$ cat src/rtl/div_seq.sv
// -----------------------------------------------------------------------------
// div_seq -- sequential restoring divider (unsigned)
//
// Divides a DW-bit dividend by a VW-bit divisor, resolving one quotient bit per
// clock, MSB first. One operation goes through a start/busy/done handshake:
//   IDLE : waiting for start
//   RUN  : DW iteration steps, busy=1
//   FIN  : one cycle, done=1 with quotient/remainder valid
// A start seen in IDLE or FIN is accepted; in FIN this gives back-to-back
// operation with no idle cycle. A start seen in RUN is dropped.
//
// Parameters
//   DW : dividend / quotient width (default 8)
//   VW : divisor / remainder width (default 4)
//
// Ports
//   clk          in   system clock, all state changes on the rising edge
//   rst          in   synchronous active-high reset; aborts any operation
//   start        in   request a division (accepted only while busy=0)
//   dividend     in   DW   numerator, captured on the accepting edge
//   divisor      in   VW   denominator, captured on the accepting edge
//   quotient     out  DW   registered result, changes only on entry to FIN
//   remainder    out  VW   registered result, changes only on entry to FIN
//   busy         out  high while iterating
//   done         out  one-cycle pulse when results become valid
//   div_by_zero  out  high with done when the captured divisor was 0
//
// Build option
//   DIV_ZERO_CHECK_EN : when defined, a zero divisor skips the iterations and
//   finishes one cycle after acceptance with quotient=all ones, remainder=0
//   and div_by_zero=1. When undefined, div_by_zero stays 0 and a zero divisor
//   runs the normal iterations (quotient=all ones, remainder=dividend[VW-1:0]).
// -----------------------------------------------------------------------------
module div_seq #(
  parameter int DW = 8,
  parameter int VW = 4
) (
  input  logic          clk,
  input  logic          rst,
  input  logic          start,
  input  logic [DW-1:0] dividend,
  input  logic [VW-1:0] divisor,
  output logic [DW-1:0] quotient,
  output logic [VW-1:0] remainder,
  output logic          busy,
  output logic          done,
  output logic          div_by_zero
);

  localparam int            CW        = (DW > 1) ? $clog2(DW) : 1;
  localparam logic [CW-1:0] LAST_STEP = CW'(DW - 1);

  typedef enum logic [1:0] {
    IDLE = 2'd0,
    RUN  = 2'd1,
    FIN  = 2'd2
  } state_t;

  state_t        state_reg;
  logic [CW-1:0] count_reg;
  // Working register shared between the dividend and the quotient: each step
  // shifts out the next dividend bit at the top and shifts the new quotient
  // bit in at the bottom, so after DW steps it holds the full quotient.
  logic [DW-1:0] work_reg;
  logic [VW-1:0] dvs_reg;
  // Partial remainder. It is always < divisor after a step, so VW bits are
  // enough to store it; only the shifted trial value needs VW+1 bits.
  logic [VW-1:0] part_reg;

  logic [VW:0]   shifted_next;
  logic          qbit_next;
  logic [VW-1:0] part_next;
  logic          zero_skip;

  // One restoring step: bring down the next dividend bit, then subtract the
  // divisor if it fits.
  always_comb begin
    shifted_next = {part_reg, work_reg[DW-1]};
    qbit_next    = (shifted_next >= {1'b0, dvs_reg});
    part_next    = shifted_next[VW-1:0];
    if (qbit_next) begin
      part_next = VW'(shifted_next - {1'b0, dvs_reg});
    end
  end

`ifdef DIV_ZERO_CHECK_EN
  assign zero_skip = (dvs_reg == '0);
`else
  assign zero_skip = 1'b0;
`endif

  always_ff @(posedge clk) begin
    if (rst) begin
      state_reg   <= IDLE;
      count_reg   <= '0;
      work_reg    <= '0;
      dvs_reg     <= '0;
      part_reg    <= '0;
      quotient    <= '0;
      remainder   <= '0;
      busy        <= 1'b0;
      done        <= 1'b0;
      div_by_zero <= 1'b0;
    end else begin
      case (state_reg)
        RUN: begin
          if (zero_skip) begin
            // Zero divisor detected on the first RUN cycle: finish early.
            quotient    <= '1;
            remainder   <= '0;
            div_by_zero <= 1'b1;
            done        <= 1'b1;
            busy        <= 1'b0;
            state_reg   <= FIN;
          end else begin
            part_reg  <= part_next;
            work_reg  <= {work_reg[DW-2:0], qbit_next};
            count_reg <= count_reg + CW'(1);
            if (count_reg == LAST_STEP) begin
              // Last step: publish results straight from the step logic so
              // done lines up with the DW-th iteration edge.
              quotient  <= {work_reg[DW-2:0], qbit_next};
              remainder <= part_next;
              done      <= 1'b1;
              busy      <= 1'b0;
              state_reg <= FIN;
            end
          end
        end

        default: begin
          // IDLE and FIN both accept a new request; done and div_by_zero
          // fall here, which makes them single-cycle pulses.
          done        <= 1'b0;
          div_by_zero <= 1'b0;
          if (start) begin
            work_reg  <= dividend;
            dvs_reg   <= divisor;
            part_reg  <= '0;
            count_reg <= '0;
            busy      <= 1'b1;
            state_reg <= RUN;
          end else begin
            busy      <= 1'b0;
            state_reg <= IDLE;
          end
        end
      endcase
    end
  end

endmodule

$ cat config.mk
export PLATFORM = sky130hd
export DESIGN_NAME = div_seq
export DESIGN_NICKNAME = d
export VERILOG_FILES = /design/src/rtl/div_seq.sv
export SDC_FILE = /design/constraint.sdc
export NUM_CORES = 1
export LEC_CHECK = 0
export BUFFER_PORTS_ARGS = -buffer_cell sky130_fd_sc_hd__buf_4
export CAP_MARGIN = 25
export CORE_MARGIN = 2
export CORE_UTILIZATION = 48
export DETAILED_ROUTE_END_ITERATION = 10
export PLACE_DENSITY = 0.74
export SLEW_MARGIN = 10
export SYNTH_ARGS = -nofsm -noshare
export SYNTH_HDL_FRONTEND = slang
export SYNTH_SLANG_ARGS = --single-unit
export TNS_END_PERCENT = 50
$ cat constraint.sdc
create_clock -name clk -period 1.8 [get_ports clk]
set_input_delay 0.36 -clock clk [delete_from_list [all_inputs] [get_ports clk]]
set_output_delay 0.36 -clock clk [all_outputs]
set_load 0.01 [all_outputs]
==> impl_results.md <==
- WP buf/inv: 1
- Pin count of the biggest net entering global routing: 23
- Fin. Hold Viols: 0
- Crit Path Category: flop to flop
- Top Ports: 30
- Mapped Nets: 173
- Fin crit period: 1.738 ns
- Delay of the slowest critical-path stage: 0.35 ns
- Max VDD drop: 484.8 uV
- Lkg Pwr: 0.8090 nW
- CTS sink count: 34
- Worst skew pair latency: 0.33 ns
- Share of cells above drive strength 1: 0.3118
- Vias per cell: 5.567
- Crit path DAT: 1.97 ns
- Critical path startpoint category: flop
- Fin crit share: 0.9655
- Synthesized cell area: 0.001450 sq mm
- Synth area leader: dfxtp_1
- Die area: 0.003477 sq mm
- Most numerous cell in the Yosys netlist: dfxtp_1
- Core area: 0.002805 sq mm
- Slew Viols, Final: 0
- Hold Buf Count CTS: 0
- Htree depth: 2
- Vias in the first global route: 1,159
- Row Count: 19
- Die Span Y: 58.97 um
- Final setup vio count: 0
- Total of max-cap violations: 0
- Antenna violations before repair: 0
- Total number of vias: 1,208
- Iter 0 DRT Violations: 69
- Routed WL: 3239 um
- Worst slew margin: 0.6096
- Routed len/inst: 14.93 um
- Final worst clock skew: 0.009467 ns
- Clock Tree Buf Depth: 2
- Register area share after synthesis: 0.4694
- Worst Hold Class: primary input to flop
- CP cell instances: inv_2 > ha_4 > nor2b_4 > o31a_4 > or3_4 > a32o_2
- Cts bufs inserted: 5
- Port bufs: 28
- RSZ-0062 raised after global routing: no
- DRT Pass-1 Iters: 7
- #FFs+latches synth: 34
- Status: finished, violations left
- Initial Utilization: 0.5169
- # diodes: 0
- Clock-pin slew on the worst setup and hold paths: 0.10 ns
- Mapped Cells: 151
- Area growth from synthesis to final layout: 27.18%
- Worst EP required: 2.03 ns
- HPWL Detailed: 2303 um
- Crit. End Element: flop
- Yosys Warn Count: 0
- CTS tree: yes
- Slew @ Worst Pin: 0.5811 ns
- Synth top area share: 0.4694
- Top_reg_cell synth: dfxtp_1
- Async SR Flop Fraction: 0
- Die Wd: 58.97 um
- Gpl congestion: 0.8547
- Multi-input logic area: 739.5 sq um
- Critical path's top delay family: compound AO/OA/AOI/OAI gates
- Overflow after GRT: 0
- CP max FO: 5
- CP max-delay cell: dfxtp_2
- Sequential cell area: 683.2 sq um
- Post-synth EDFFs: 0
- Syn avg cell area: 9.604 sq um
- Post-DP Area: 0.001709 sq mm
- First-pass GRT wire length: 5499 um
- Unique masters post-synth: 32
- Post-layout util: 0.6574
- Total GRT Usage: 0.2130
- Power density over the cells: 948.0 mW/mm^2
- Violated checks: design-rule violations
- Fillcell total: 225
- # nets final: 207
- Maximum clock frequency: 575.4 MHz
- Synth area leaders: dfxtp_1, ha_1, mux2i_1
- Clock root cell: clkbuf_4
- Non-Filler Instances: 217
- Remaining DRCs: 2
- Final ANT Viol Nets: 0
- Placed Cells: 208
- Post-route design area: 0.001844 sq mm
- Top cells by count, synth: dfxtp_1, nor2_1, nand2_1, a211oi_1, a21oi_1
report_power, final:
part	switching (mW)	internal [mW]
clock network	0.245	0.267
registers	0.0346	0.790
logic	0.208	0.203
total	0.488	1.26
cells by family (layout without fill, tap and decap cells):
group	count (synthesis)	after routing	share of synthesized area
compound gates	40	40	0.2079
xor+xnor	1	1	0.006041
fa+ha+maj	7	7	0.06557
buf+inv	17	52	0.05262
flops	34	34	0.4694
mux	7	7	0.04832
other cells	1	1	0.002586
simple gates	44	44	0.1475
metal layers:
| metal | share of wire | vias to the layer above | GRT usage | routed length [um] |
|---|---|---|---|---|
| met5 | 0 | - | 0 | 0 |
| met4 | 0.0059 | 0 | 0.06494 | 19 |
| met3 | 0.054 | 2 | 0.07912 | 175 |
| met2 | 0.47 | 37 | 0.3048 | 1535 |
| met1 | 0.47 | 561 | 0.2992 | 1508 |
| li1 | - | 608 | - | - |
cell type report:
type | count | share of cell area
Multi-Input combinational cell | 100 | 0.4009
Sequential cell | 34 | 0.3704
Timing Repair Buffer | 37 | 0.1506
Clock buffer | 8 | 0.04274
Tap cell | 31 | 0.02103
Inverter | 7 | 0.01425
worst reg2reg max path: stages (launching register included):
cell and delay, ns:
dfxtp_2 0.35, inv_2 0.04, ha_4 0.21, nor2b_4 0.13
o31a_4 0.30, or3_4 0.34, a32o_2 0.27
stage by stage:
| step | hold WS, ns | TNS (ns) | total power, mW | setup slack [ns] |
|---|---|---|---|---|
| floorplan | 0.4258 | 0 | 1.071 | 0.01242 |
| global placement | 0.4437 | 0 | 1.166 | 0.03176 |
| detailed placement | 0.4479 | -0.05279 | 1.182 | -0.02219 |
| CTS | 0.2647 | 0 | 1.723 | 0.01457 |
| global route | 0.2555 | 0 | 1.834 | 0.01428 |
| finish | 0.2681 | 0 | 1.748 | 0.06215 |
path summary, 6_finish.rpt:
check / start / endpoint / slack, ns / depth (start not counted)
worst min-delay path: divisor[1] / dvs_reg[1]$_SDFFE_PP0P_ / 0.27 / 3
worst min register to register: dvs_reg[2]$_SDFFE_PP0P_ / dvs_reg[2]$_SDFFE_PP0P_ / 0.46 / 2
worst max-delay path: dvs_reg[1]$_SDFFE_PP0P_ / part_reg[0]$_SDFFE_PP0P_ / 0.06 / 6
worst max register to register: dvs_reg[1]$_SDFFE_PP0P_ / part_reg[0]$_SDFFE_PP0P_ / 0.06 / 6
timing repair:
item                       in CTS  in global routing
pin swaps                       2                  2
gates cloned                    0                  0
setup endpoints to repair       6                  7
setup buffers                   1                  0
gates resized for setup         6                  6
layout by cell type, fill, tap and decap left out, types with 2 or more instances in the layout:
cell type and instances:
clkbuf_8 3, dfxtp_2 2, a22o_1 7, o21ai_0 4
nand3b_1 2, dfxtp_1 32, a21oi_1 8, nand2_1 11
or3_4 2, ha_4 2, ha_1 4, buf_4 37
nand3_1 4, inv_1 6, nor2b_1 3, mux2i_1 7
clkbuf_4 5, a32o_1 5, a211oi_1 9, nor2_1 15
Note: power is estimated with default switching activity, not from simulation.
